[src/rtl/mux_31x16_pkg.sv]
// -----------------------------------------------------------------------------
// mux_31x16_pkg
// Shared constants for the four-input word selector: the select-code values
// that route each operand to the output, and the default datapath width.
// -----------------------------------------------------------------------------
package mux_31x16_pkg;

    // Select codes: each code routes the operand of the same index to dout.
    localparam logic [1:0] SEL_ARG0 = 2'b00;
    localparam logic [1:0] SEL_ARG1 = 2'b01;
    localparam logic [1:0] SEL_ARG2 = 2'b10;
    localparam logic [1:0] SEL_ARG3 = 2'b11;

    // Default operand / output width.
    localparam int MUX_WIDTH = 16;

endpackage : mux_31x16_pkg

[src/rtl/mux_31x16_if.sv]
// -----------------------------------------------------------------------------
// mux_31x16_if
// Operand/select bus of the word selector.
//   cntrl      : 2-bit select code
//   arg0..arg3 : WIDTH-bit operands selected by codes 00..11
//   dout       : WIDTH-bit selected operand
// Modports:
//   master : drives select and operands, observes dout (datapath / bench side)
//   slave  : receives select and operands, drives dout (the selector)
// -----------------------------------------------------------------------------
interface mux_31x16_if
    import mux_31x16_pkg::*;
#(
    parameter int WIDTH = MUX_WIDTH
);
    logic [1:0]       cntrl;
    logic [WIDTH-1:0] arg0;
    logic [WIDTH-1:0] arg1;
    logic [WIDTH-1:0] arg2;
    logic [WIDTH-1:0] arg3;
    logic [WIDTH-1:0] dout;

    modport master (
        output cntrl,
        output arg0,
        output arg1,
        output arg2,
        output arg3,
        input  dout
    );

    modport slave (
        input  cntrl,
        input  arg0,
        input  arg1,
        input  arg2,
        input  arg3,
        output dout
    );
endinterface : mux_31x16_if

[src/rtl/mux_31x16_oreg.sv]
// -----------------------------------------------------------------------------
// mux_31x16_oreg
// WIDTH-bit output register with asynchronous active-low clear.
//   clk   : clock, loads d on every rising edge
//   rst_n : asynchronous active-low clear of q
//   d     : next value
//   q     : registered value
// -----------------------------------------------------------------------------
module mux_31x16_oreg
    import mux_31x16_pkg::*;
#(
    parameter int WIDTH = MUX_WIDTH
) (
    input  logic             clk,
    input  logic             rst_n,
    input  logic [WIDTH-1:0] d,
    output logic [WIDTH-1:0] q
);

    // Output register: cleared at once by rst_n, otherwise loads every edge.
    always_ff @(posedge clk or negedge rst_n) begin
        if (!rst_n) begin
            q <= {WIDTH{1'b0}};
        end else begin
            q <= d;
        end
    end

endmodule : mux_31x16_oreg

[src/rtl/mux_31x16.sv]
// -----------------------------------------------------------------------------
// mux_31x16
// Four-input word selector. cntrl picks one of arg0..arg3 and presents it on
// dout bit-exact. With OUT_REG=0 the path is purely combinational and clk /
// rst_n are ignored; with OUT_REG=1 dout is registered (1-cycle latency) and
// cleared asynchronously by rst_n.
//   clk   : clock (used only when OUT_REG=1)
//   rst_n : asynchronous active-low reset (used only when OUT_REG=1)
//   bus   : slave side of mux_31x16_if (cntrl, arg0..arg3 in, dout out)
// -----------------------------------------------------------------------------
module mux_31x16
    import mux_31x16_pkg::*;
#(
    parameter int WIDTH   = MUX_WIDTH,
    parameter int OUT_REG = 0
) (
    input  logic        clk,
    input  logic        rst_n,
    mux_31x16_if.slave  bus
);

    logic [WIDTH-1:0] sel_s;

    // Operand select. A select code carrying X/Z bits matches no item and
    // falls to the default, which forces an all-zero word.
    always_comb begin
        sel_s = {WIDTH{1'b0}};
        case (bus.cntrl)
            SEL_ARG0: sel_s = bus.arg0;
            SEL_ARG1: sel_s = bus.arg1;
            SEL_ARG2: sel_s = bus.arg2;
            SEL_ARG3: sel_s = bus.arg3;
            default:  sel_s = {WIDTH{1'b0}};
        endcase
    end

    generate
        if (OUT_REG != 0) begin : g_oreg
            mux_31x16_oreg #(
                .WIDTH (WIDTH)
            ) u_oreg (
                .clk   (clk),
                .rst_n (rst_n),
                .d     (sel_s),
                .q     (bus.dout)
            );
        end else begin : g_bypass
            // Clock and reset have no role in the combinational build.
            logic unused_clk_rst_s;
            assign unused_clk_rst_s = clk ^ rst_n;
            assign bus.dout         = sel_s;
        end
    endgenerate

endmodule : mux_31x16

[src/flat_wrapper.sv]
// flat-port wrapper written by rule: the top's interface ports become plain ports
module mux_31x16_flat import mux_31x16_pkg::*;
#(
    parameter int WIDTH   = MUX_WIDTH,
    parameter int OUT_REG = 0
)
  (clk, rst_n, bus_cntrl, bus_arg0, bus_arg1, bus_arg2, bus_arg3, bus_dout);
  mux_31x16_if #(.WIDTH(WIDTH)) bus_i ();
  input  logic clk;
  input  logic rst_n;
  input wire logic [$bits(bus_i.cntrl)-1:0] bus_cntrl;
  input wire logic [$bits(bus_i.arg0)-1:0] bus_arg0;
  input wire logic [$bits(bus_i.arg1)-1:0] bus_arg1;
  input wire logic [$bits(bus_i.arg2)-1:0] bus_arg2;
  input wire logic [$bits(bus_i.arg3)-1:0] bus_arg3;
  output wire logic [$bits(bus_i.dout)-1:0] bus_dout;
  assign bus_i.cntrl = bus_cntrl;
  assign bus_i.arg0 = bus_arg0;
  assign bus_i.arg1 = bus_arg1;
  assign bus_i.arg2 = bus_arg2;
  assign bus_i.arg3 = bus_arg3;
  assign bus_dout = bus_i.dout;
  mux_31x16 #(.WIDTH(WIDTH), .OUT_REG(OUT_REG)) u_core (.clk(clk), .rst_n(rst_n), .bus(bus_i));
endmodule
[config.mk]
export PLATFORM = sky130hd
export DESIGN_NAME = mux_31x16_flat
export DESIGN_NICKNAME = d
export VERILOG_FILES = /design/src/rtl/mux_31x16_pkg.sv /design/src/rtl/mux_31x16_if.sv /design/src/rtl/mux_31x16_oreg.sv /design/src/rtl/mux_31x16.sv /design/src/flat_wrapper.sv
export SDC_FILE = /design/constraint.sdc
export NUM_CORES = 1
export LEC_CHECK = 0
export CAP_MARGIN = 20
export CORE_AREA = 2 2 39 41
export DETAILED_ROUTE_END_ITERATION = 10
export DIE_AREA = 0 0 41 43
export DONT_BUFFER_PORTS = 1
export SLEW_MARGIN = 40
export SYNTH_ARGS = -nofsm -noshare
export SYNTH_HDL_FRONTEND = slang
export SYNTH_SLANG_ARGS = --single-unit
[constraint.sdc]
create_clock -name vclk -period 1
set_input_delay 0.1 -clock vclk [all_inputs]
set_output_delay 0.1 -clock vclk [all_outputs]
set_load 0.03 [all_outputs]
Yosys cells after proc, flatten, opt, wreduce, memory -nomap -nowiden --
Cells that the tools add are included. W data, S select, Z words.
Cells by class: equality and inequality tests 3, mux-type cells 1, reduce and logical (&&, ||, !) cells 1
Operators by type and width (number):
- $pmux W16 S4 | 1
- $eq A2 B2 Y1 const B | 2
- $eq A2 B1 Y1 const B | 1
- $logic_not A2 Y1 | 1
Word-level totals: word-level logic and storage cells 5, output and inout port bits 16, bits in registers 0, input port bits 68

Logic depth before layout (Yosys ltp) --
Gate-level depths: netlist (run 1).
word-level depth 2, mapped depth 3, depth with buffers taken out 1

Least setup slack after synthesis (run 1) --
No wires, ideal clock.
path type input-to-output, start input port bus_cntrl[0], end output port bus_dout[10], setup slack -59 ps, arrival 959 ps, buffers on the path 2, required time 900 ps, stages 3, path through buf_6 buf_12 mux4_2
Between the ends: word-level cells in the longest chain between the ends 2, elaborated cells between the ends (all ways) 5, classes of those cells eq/ne: 3; mux: 1; reduce/logical: 1
RTL lines:
- start, declared | line flat_wrapper.sv:11 | input wire logic [$bits(bus_i.cntrl)-1:0] bus_cntrl;
- $eq A2 B2 Y1, or another cell as far along | line mux_31x16.sv:28 | case (bus.cntrl)
- $pmux W16 S4 (*) | line mux_31x16.sv:28
- end, declared | line flat_wrapper.sv:16 | output wire logic [$bits(bus_i.dout)-1:0] bus_dout;
Mark *: on every way between the ends. The rest lies on a longest branch, timed or not.

Worst setup path after layout (run 1) --
start input port bus_cntrl[0], end output port bus_dout[0]
The elaborated chain is that of the path after synthesis.

==> results of run 1 <==
==> final cells by class <==
type               count  area [um2]  area share (%)
well taps             16        20.0            4.97
multi-input cells     16         383            95.0
==> kinds of logic (layout without fill, tap and decap cells) <==
logic type | count (synthesis) | after routing | synth area share [%]
buffers and inverters | 4 | 0 | 9.73
multiplexers | 16 | 16 | 90.3
==> layout by cell type (no fill, tap or decap) <==
cell type,n
mux4_1,6
mux4_2,10
==> per-stage QoR <==
stage | utilization [%] | setup WS, ps | TNS (ps) | cells | power, mW
3_5_place_dp | 29.1 | 83.9 | 0 | 32 | 0.276
6_report | 29.1 | 86.1 | 0 | 32 | 0.274
3_3_place_gp | 29.1 | 82.6 | 0 | 32 | 0.277
2_1_floorplan | - | -34.9 | -376 | 20 | 0.301
5_1_grt | 29.1 | 83.2 | 0 | 32 | 0.279
4_1_cts | 29.1 | 83.9 | 0 | 32 | 0.277
==> power breakdown <==
part	leakage, nW	internal, mW	total (mW)	switching [mW]
registers	0	0	0	0
clock network	0	0	0	0
logic	0.127	0.105	0.274	0.169
==> per-layer routing <==
layer / GRT usage, % / vias up / share of wire (%)
li1: - / 102 / -
met4: 0 / 0 / 0
met5: 0 / - / 0
met1: 8.94 / 137 / 21
met2: 28.7 / 60 / 56
met3: 3.66 / 0 / 23
==> worst min-delay path by stage <==
| stage | startpoint | depth (start not counted) | end |
|---|---|---|---|
| 3_3_place_gp | bus_cntrl[1] | 1 | bus_dout[9] |
| 3_5_place_dp | bus_cntrl[1] | 1 | bus_dout[9] |
| 5_1_grt | bus_cntrl[1] | 1 | bus_dout[9] |
| 6_report | bus_cntrl[1] | 1 | bus_dout[9] |
| 2_1_floorplan | bus_arg0[10] | 1 | bus_dout[10] |
| 4_1_cts | bus_cntrl[1] | 1 | bus_dout[9] |
==> flow_summary.ini, run 1 <==
[setup_path]
crit_start = bus_cntrl[0]
crit_buf_inv = 0
critPathCapture = bus_dout[0]
cp.required_ps = 900
arrival_ps = 810
slowest_delay_ps = 710
critPathMaxFanout = 16
crit_family = multiplexers
critPathLaunchType = input pin
crit_chain = mux4_1
critPathKind = in2out
cp_slowest_cell = mux4_1
cp.depth = 1
critPathCaptureType = primary output

[routing]
first_iter_violations = 5
vias = 299
drc = 0
routedWlPerCell_um = 41.1
via_per_inst = 9.34
wirelength_um = 1310
ant_nets = 0
drt_pre_antenna_iters = 2

[run_status]
status = completed

[yosys]
yosys_warnings = 0
syn_nets = 88
ys_top_cells_by_count = 10 x mux4_2, 6 x mux4_1, 2 x buf_2
synth_top_area_cell = mux4_2
ys_types = 5
netlist_instances = 20
syn_avg_cell_area_um2 = 21.2
yosysMostFrequentCell = mux4_2
yosys.area.top_type_share_pct = 53.1
ys_seq_area_share_pct = 0
syn_area_um2 = 424
synth_area_leaders = mux4_2 53%, mux4_1 37%, buf_12 4.7%

[die]
row_count = 14
die_w_um = 41
start_util_pct = 30.7
core_um2 = 1380
die_area_um2 = 1760
num_io_pins = 84
fp.dieH_um = 43

[min_path]
hp-class = in2out

[finish]
drive_above_1_share_pct = 62.5
area_growth_pct = -5.01
fillers = 131
seq_cell_count = 0
seq_area_um2 = 0
nClkBuffers = 0
fin_area_um2 = 403
nNetsFinal = 86
diodes = 0

[placed_design]
dpl_cell_area_um2 = 403
gp_congestion = 0.789
port_buffers = 0

[timing]
fmax_ghz = 1.09
timing.hold.ws_ps = 472
finalSetupViolations = 0
finalCritPeriodShare_pct = 91.4
hold_viol = 0
rsz0062_at_grt = false
tightest_slew_ps = 334
period_minus_slack_ps = 914
slew_headroom_pct = 77.9
final_max_slew_viol_count = 0

[pwr]
pwr_density_cell_nw_per_um2 = 681
ir_worst_vdd_v = 0.000171
cellLeakagePower_nw = 0.127

[clock_tree]
postCtsHoldBufs = 0
cts.repair.resized = 0
post-cts-setup-buffers = 0

[grt]
grt_max_degree = 17
grt_first_pass_wirelength_um = 1570
antenna_found_initial = 0
grt_pass1_vias = 341
overflow = 0
grt_use_total_pct = 12.8

[flow_run]
cap_viol_max_count = 0
(Power assumes the default switching activity.)
==> run 2, diff against run 1 <==
--- a/config.mk
+++ b/config.mk
@@ -10,6 +10,7 @@
 export DETAILED_ROUTE_END_ITERATION = 10
 export DIE_AREA = 0 0 41 43
 export DONT_BUFFER_PORTS = 1
+export GPL_TIMING_DRIVEN = 0
 export SLEW_MARGIN = 40
 export SYNTH_ARGS = -nofsm -noshare
 export SYNTH_HDL_FRONTEND = slang
==> flow_summary.ini, run 2 (synthesis gave the netlist of run 1 again) <==
[grt]
grt_pass1_vias = 370
grt_max_degree = 11
grt_use_total_pct = 13.3
antenna_found_initial = 0
overflow = 0
grt_first_pass_wirelength_um = 1630

[placed_design]
port_buffers = 0
dpl_cell_area_um2 = 453
dp_cells = 36
gp_congestion = 0.783

[die]
die_w_um = 41
fp.dieH_um = 43
start_util_pct = 30.7
die_area_um2 = 1760
row_count = 14
core_um2 = 1380
num_io_pins = 84

[run_status]
violations = negative setup slack
status = finished, violations left

[finish]
diodes = 0
multi_input_area_um2 = 383
area_growth_pct = 13.9
seq_area_um2 = 0
final_cell_mix = 10 x mux4_2, 6 x mux4_1, 2 x buf_12
nClkBuffers = 0
nNetsFinal = 91
stdcell_count = 37
fin_area_um2 = 483
final_common_cell = mux4_2
seq_cell_count = 0
drive_above_1_share_pct = 71.4
fillers = 129

[setup_path]
cp.required_ps = 900
critPathKind = in2out
critPathMaxFanout = 8
critPathLaunchType = input pin
critPathCaptureType = primary output
arrival_ps = 950

[flow_run]
cap_viol_max_count = 0

[timing]
finalSetupViolations = 16
timing.hold.ws_ps = 522
hold_viol = 0
slew_headroom_pct = 78.3
setup_ws_ps = -46.4
period_minus_slack_ps = 1050
tightest_slew_ps = 327
final_max_slew_viol_count = 0
finalCritPeriodShare_pct = 105
fmax_ghz = 0.956
rsz0062_at_grt = true

[routing]
via_per_inst = 8.51
ant_nets = 0
drt_pre_antenna_iters = 2
vias = 315
drc = 0
routedWlPerCell_um = 36.7
first_iter_violations = 3
wirelength_um = 1360

[min_path]
hp-class = in2out
hold_depth = 1

[pwr]
ir_worst_vdd_v = 0.000208
pwr_density_cell_nw_per_um2 = 689
cellLeakagePower_nw = 0.167
## run 2: cell types whose count changed in the layout (fill, tap and decap cells not counted)
cell    change
buf_12      +2
buf_16      +1
buf_2       +1
buf_4       +1
## run 2: repair_timing
action / in CTS / in global routing
resized for setup: 2 / 0
pin swaps: 0 / 0
buffers inserted: 0 / 0
setup endpoints to repair: 16 / 16
cloned: 1 / 0
hold buffers: 0 / 0
endpoints found under the hold margin: 0 / 0
## run 2: per-layer routing
| metal | routed length [um] | GRT usage [%] | vias to the layer above |
|---|---|---|---|
| met4 | 0 | 0 | 0 |
| met1 | 254 | 9.36 | 143 |
| met5 | 0 | 0 | - |
| li1 | - | - | 112 |
| met3 | 318 | 4.19 | 0 |
| met2 | 784 | 29.7 | 60 |
## run 2: final cells by class
type,instances,area share (%)
tap,16,4.15
timing repair buffer,1,5.70
multi-input combinational,16,79.3
buffer,4,10.9
## run 2: per-stage QoR
step / worst slack (ps) / power [mW] / setup TNS [ps] / util, %
2_1_floorplan: -34.9 / 0.301 / -376 / -
3_3_place_gp: -62.4 / 0.321 / -742 / 32.7
3_5_place_dp: -68.1 / 0.322 / -808 / 32.7
4_1_cts: -52.2 / 0.338 / -767 / 34.9
5_1_grt: -61.9 / 0.345 / -942 / 34.9
6_report: -46.4 / 0.333 / -674 / 34.9
## run 2: critical path: stages
cell and delay (ps):
buf_12 110, buf_12 120, mux4_2 610
## run 2: where the power goes
part           switching, mW  leakage [nW]  internal (mW)
clock network              0             0              0
registers                  0             0              0
logic                  0.198         0.167          0.134
## run 2: path summary, 6_finish.rpt
kind / from / endpoint
min: bus_arg0[9] / bus_dout[9]
max: bus_cntrl[0] / bus_dout[3]
==> run 3, diff against run 2 <==
--- a/config.mk
+++ b/config.mk
@@ -11,7 +11,6 @@
 export DIE_AREA = 0 0 41 43
 export DONT_BUFFER_PORTS = 1
 export GPL_TIMING_DRIVEN = 0
-export SLEW_MARGIN = 40
 export SYNTH_ARGS = -nofsm -noshare
 export SYNTH_HDL_FRONTEND = slang
 export SYNTH_SLANG_ARGS = --single-unit
==> results of run 3 <==
The final DEF is identical to that of run 2; final timing and power are the same.
